<file path="src/rtl/loop_nest_ctrl.sv">
// loop_nest_ctrl
//   Walks a configured nest of counted loops and emits one control pulse per
//   cycle telling downstream address generators what happened: a new walk
//   began (loop_init), a level was entered (loop_enter), a level's counter
//   stepped (loop_index_valid), a level finished (loop_exit), or the whole
//   walk completed (loop_ctrl_done).
//
// Ports
//   clk              single clock, all state updates on the rising edge
//   reset            asynchronous, active-high
//   cfg_loop_iter_v  append one loop level (only honoured while idle)
//   cfg_loop_iter    iterations minus one for the appended level
//   start            pulse to begin walking the configured nest
//   stall            freezes the walk and suppresses pulses (not in DONE)
//   busy             high from INIT through DONE inclusive
//   loop_index       loop level qualified by the pulse outputs, 0 otherwise
//   loop_index_valid counter of loop_index stepped
//   loop_init        walk starting, downstream clears its offsets
//   loop_enter       loop_index entered
//   loop_exit        loop_index finished
//   loop_ctrl_done   one-cycle pulse at the end of the walk
module loop_nest_ctrl #(
  parameter int LOOP_ID_W   = 5,
  parameter int LOOP_ITER_W = 16
) (
  input  logic                   clk,
  input  logic                   reset,
  input  logic                   cfg_loop_iter_v,
  input  logic [LOOP_ITER_W-1:0] cfg_loop_iter,
  input  logic                   start,
  input  logic                   stall,
  output logic                   busy,
  output logic [LOOP_ID_W-1:0]   loop_index,
  output logic                   loop_index_valid,
  output logic                   loop_init,
  output logic                   loop_enter,
  output logic                   loop_exit,
  output logic                   loop_ctrl_done
);

  localparam int DEPTH = 1 << LOOP_ID_W;

  localparam logic [LOOP_ID_W:0]     NUM_ONE = 1;
  localparam logic [LOOP_ID_W-1:0]   LVL_ONE = 1;
  localparam logic [LOOP_ITER_W-1:0] CNT_ONE = 1;

  typedef enum logic [2:0] {
    S_IDLE,
    S_INIT,
    S_ENTER,
    S_STEP,
    S_DONE
  } state_t;

  state_t state;
  state_t state_nxt;

  // num_loops is one bit wider than a level index so a full nest of
  // 2^LOOP_ID_W levels is representable; its MSB doubles as the full flag.
  logic [LOOP_ID_W:0]     num_loops;
  logic [LOOP_ID_W-1:0]   level;
  logic [LOOP_ITER_W-1:0] cnt      [DEPTH];
  logic [LOOP_ITER_W-1:0] max_iter [DEPTH];

  logic last_level;
  logic cnt_at_max;
  logic cfg_we;
  logic clr_all;
  logic cnt_inc;
  logic cnt_clr;
  logic lvl_up;
  logic lvl_down;

  assign last_level = ({1'b0, level} == (num_loops - NUM_ONE));
  // Equality (not overflow) ends a level, so max = all-ones runs the full
  // 2^LOOP_ITER_W range without the counter ever wrapping.
  assign cnt_at_max = (cnt[level] == max_iter[level]);
  assign cfg_we     = (state == S_IDLE) && cfg_loop_iter_v && !num_loops[LOOP_ID_W];
  assign busy       = (state != S_IDLE);

  always_ff @(posedge clk or posedge reset) begin
    if (reset) begin
      state <= S_IDLE;
    end else begin
      state <= state_nxt;
    end
  end

  // Pulses are decodes of the registered state and counters; stall only
  // gates them and blocks every state/datapath update.
  always_comb begin
    state_nxt        = state;
    loop_index       = '0;
    loop_init        = 1'b0;
    loop_enter       = 1'b0;
    loop_index_valid = 1'b0;
    loop_exit        = 1'b0;
    loop_ctrl_done   = 1'b0;
    clr_all          = 1'b0;
    cnt_inc          = 1'b0;
    cnt_clr          = 1'b0;
    lvl_up           = 1'b0;
    lvl_down         = 1'b0;
    case (state)
      S_IDLE: begin
        if (start) begin
          state_nxt = (num_loops != '0) ? S_INIT : S_DONE;
        end
      end
      S_INIT: begin
        if (!stall) begin
          loop_init = 1'b1;
          clr_all   = 1'b1;
          state_nxt = S_ENTER;
        end
      end
      S_ENTER: begin
        if (!stall) begin
          loop_enter = 1'b1;
          loop_index = level;
          if (!last_level) begin
            lvl_up = 1'b1;
          end else begin
            state_nxt = S_STEP;
          end
        end
      end
      S_STEP: begin
        if (!stall) begin
          loop_index = level;
          if (!cnt_at_max) begin
            loop_index_valid = 1'b1;
            cnt_inc          = 1'b1;
            // Stepping an outer level re-enters everything beneath it.
            if (!last_level) begin
              lvl_up    = 1'b1;
              state_nxt = S_ENTER;
            end
          end else begin
            loop_exit = 1'b1;
            cnt_clr   = 1'b1;
            if (level == '0) begin
              state_nxt = S_DONE;
            end else begin
              lvl_down = 1'b1;
            end
          end
        end
      end
      S_DONE: begin
        loop_ctrl_done = 1'b1;
        state_nxt      = S_IDLE;
      end
      default: begin
        state_nxt = S_IDLE;
      end
    endcase
  end

  // Configuration table, level pointer and per-level counters.
  always_ff @(posedge clk or posedge reset) begin
    if (reset) begin
      num_loops <= '0;
      level     <= '0;
      for (int i = 0; i < DEPTH; i++) begin
        cnt[i]      <= '0;
        max_iter[i] <= '0;
      end
    end else begin
      if (cfg_we) begin
        max_iter[num_loops[LOOP_ID_W-1:0]] <= cfg_loop_iter;
        num_loops                          <= num_loops + NUM_ONE;
      end
      if (clr_all) begin
        level <= '0;
        for (int i = 0; i < DEPTH; i++) begin
          cnt[i] <= '0;
        end
      end
      if (cnt_inc) begin
        cnt[level] <= cnt[level] + CNT_ONE;
      end
      if (cnt_clr) begin
        cnt[level] <= '0;
      end
      if (lvl_up) begin
        level <= level + LVL_ONE;
      end
      if (lvl_down) begin
        level <= level - LVL_ONE;
      end
    end
  end

endmodule

</file>
<file path="config.mk">
export PLATFORM = sky130hd
export DESIGN_NAME = loop_nest_ctrl
export DESIGN_NICKNAME = d
export VERILOG_FILES = /design/src/rtl/loop_nest_ctrl.sv
export SDC_FILE = /design/constraint.sdc
export NUM_CORES = 2
export LEC_CHECK = 0
export CORE_MARGIN = 1
export CORE_UTILIZATION = 57
export DETAILED_ROUTE_END_ITERATION = 8
export PLACE_DENSITY = 0.75
export SLEW_MARGIN = 15
export SYNTH_ARGS = -nofsm -noshare
export SYNTH_HDL_FRONTEND = slang
export SYNTH_SLANG_ARGS = --single-unit
</file>
<file path="constraint.sdc">
create_clock -name clk -period 92.3 [get_ports clk]
set_input_delay 18.46 -clock clk [delete_from_list [all_inputs] [get_ports clk]]
set_output_delay 18.46 -clock clk [all_outputs]
set_load 0.01 [all_outputs]
</file>
==> results.cfg <==
[status]
status = complete, no violations

[power]
vdd_drop_max_uv = 43.0
leakage_nw = 25.4
power_density_nw_per_um2 = 23.1

[sta]
fmax_mhz = 25.4
hold_viol_final = 0
skew_ns = 0.0212
min_period_over_period = 0.426
period_needed_ns = 39.35
tightestPinTransition_ns = 1.23
setup_viol = 0
slew_headroom = 0.179
final_max_slew_viol_count = 0
grt_setup_unrepaired = no
timing.setup.tns_ns = 0

[yosys]
async_flop_share = 1.00
synth_seq_area_share = 0.518
syn_area_um2 = 50100
ys_warn_count = 0
synth.net_count = 4430
netlist_top_cells_area = dfrtp_1 52%, mux2_2 15%, mux2i_1 10%, o22ai_1 3.2%, nand3_1 3.1%
yosysTopAreaCellShare = 0.518
synthCells = 4398
synth.avg_cell_area_um2 = 11.4
synth-main-ff-cell = dfrtp_1
yosysMostFrequentCell = dfrtp_1
synth_commonest_cells = 1038 x dfrtp_1, 678 x mux2_2, 515 x mux2i_1
synth_edf_count = 0
yosys.area.top_type = dfrtp_1
ys_types = 58
ys_ff_latch = 1038

[placement]
globalplace.congestion = 0.875
dp_hpwl_mm = 83.3
io_buffers = 31

[drt]
routed-via-count = 36700
viasPerCell = 6.69
first_pass_iters = 6
post_drt_wl_per_cell_um = 27.8
drt_wl_total_mm = 152
ant_nets = 0
drc_errors = 0
drt_iter0_markers = 4592

[global_route]
grt_max_degree = 206
grt_antenna_before_repair = 4
grt_overflow = 0
grt_pass1_wl_mm = 227
grt_pass1_vias = 35600
grt_usage = 0.339

[worst_setup_path]
endpoint_kind = output port
worst_setup_path_start_kind = primary input
r2r-start = level[1]
worst_ep_arrival_time_ns = 20.89
rrSetupSlack_ns = 83.37
rr_endpoint = cnt[196]
critPathMaxFanout = 89
rr_worst_depth = 16
critPathKind = in -> out
required_ns = 73.84

[final_layout]
fill_cells = 6667
areaGrowthSynthToFinish_pct = 8.77
finish.utilization = 0.628
finalNetCount = 4291
seq_area_um2 = 26000
multi_input_area_um2 = 22200
drive_gt1_frac = 0.237

[die]
die-area_um2 = 89100
coreArea_um2 = 86900
die_y_um = 299
io_pins = 32
row_count = 108
die_w_um = 299
initial_core_util = 0.577

[clock_tree]
cts.repair.resized = 0
clock_sinks = 1038
htreeDepth = 3
clkLatencyLatePin_ns = 0.68
clock_path_buffers = 3
clk_pin_slew_ns = 0.06
cts-root-buf = clkbuf_16
numCtsBuffers = 103
post_cts_buffers = 0
cts_tree = built
ctsHoldBuffers = 0

[run]
drv_cap = 0

[worst_hold_path]
hp-start = cnt[500]
hp-class = reg -> reg
min_path_cells = 2
whs_endpoint = cnt[500]
==> worst max path at each step <==
stage          startpoint   endpoint  slack, ns  cells after the start
6_report            stall  loop_init      52.95                      6
5_1_grt             stall  loop_init      52.83                      6
4_1_cts             stall  loop_init      52.95                      6
3_5_place_dp        stall  loop_init      52.95                      6
3_3_place_gp        stall  loop_init      52.96                      6
2_1_floorplan       reset     cnt[0]      44.63                      1
==> final cells by class <==
type                            instances  share of cell area
Timing Repair Buffer                  163              0.0252
Sequential cell                      1038               0.476
Inverter                                9            0.000757
Clock inverter                         31             0.00840
Antenna cell                            2           0.0000918
Clock buffer                          146              0.0548
Multi-Input combinational cell       2944               0.408
Tap cell                             1155              0.0265
==> kinds of logic (layout without fill, tap and decap cells) <==
family / after synthesis / after routing / synth area share
other: 0 / 2 / 0
adder cells (fa/ha/maj): 11 / 11 / 0.00275
multiplexers: 1193 / 1193 / 0.255
AND/OR/NAND/NOR: 1065 / 1065 / 0.104
AO/OA/AOI/OAI: 634 / 634 / 0.0715
XOR/XNOR: 41 / 41 / 0.00716
flip-flops: 1038 / 1038 / 0.518
buffers and inverters: 416 / 349 / 0.0409
==> stage by stage <==
step | power (mW) | std cells | instance area [um^2] | hold WS (ns) | setup WS (ns)
CTS | 1.25 | 5486 | 54500 | 0.488 | 52.95
global route | 1.29 | 5487 | 54500 | 0.509 | 52.83
finish | 1.26 | 5488 | 54500 | 0.487 | 52.95
global placement | 0.819 | 5309 | 51100 | 0.464 | 52.96
detailed placement | 0.823 | 5309 | 51100 | 0.475 | 52.95
floorplan | 0.740 | 4398 | 50100 | 0.449 | 44.63
==> sequential cells by signal, indices dropped and copies added, names as in the netlist <==
register and flops:
state 3, level 5, cnt 512, num_loops 6, max_iter 512
==> where the power goes <==
group	switching, mW	internal (mW)
logic	0.224	0.106
registers	0.0210	0.476
clock network	0.180	0.255
==> routing by layer <==
metal	up-vias	part of all wire	global-route usage
met5	-	0.00017	0
met4	4	0.046	0.148
met3	466	0.12	0.0854
met2	1948	0.44	0.500
met1	18700	0.40	0.478
li1	15600	-	-
==> critical path, stage by stage <==
cell and delay, ns:
clkdlybuf4s50_1 0.50, nor2_1 0.26, nand2_1 0.14, or3_4 0.70, inv_1 0.26, clkdlybuf4s50_1 0.57
==> placed cells by master (no fill, tap or decap), types with 38 or more instances in the layout <==
cell type / instances
mux2i_1: 515
nand2_1: 316
nor4_1: 62
a21oi_1: 80
dfrtp_1: 1037
nand4_1: 38
nand3b_1: 41
buf_4: 126
nand3_1: 306
nor2_1: 189
o22ai_1: 256
mux2_2: 678
clkbuf_16: 104
o21ai_0: 266
Note: power is estimated with default switching activity, not from simulation.
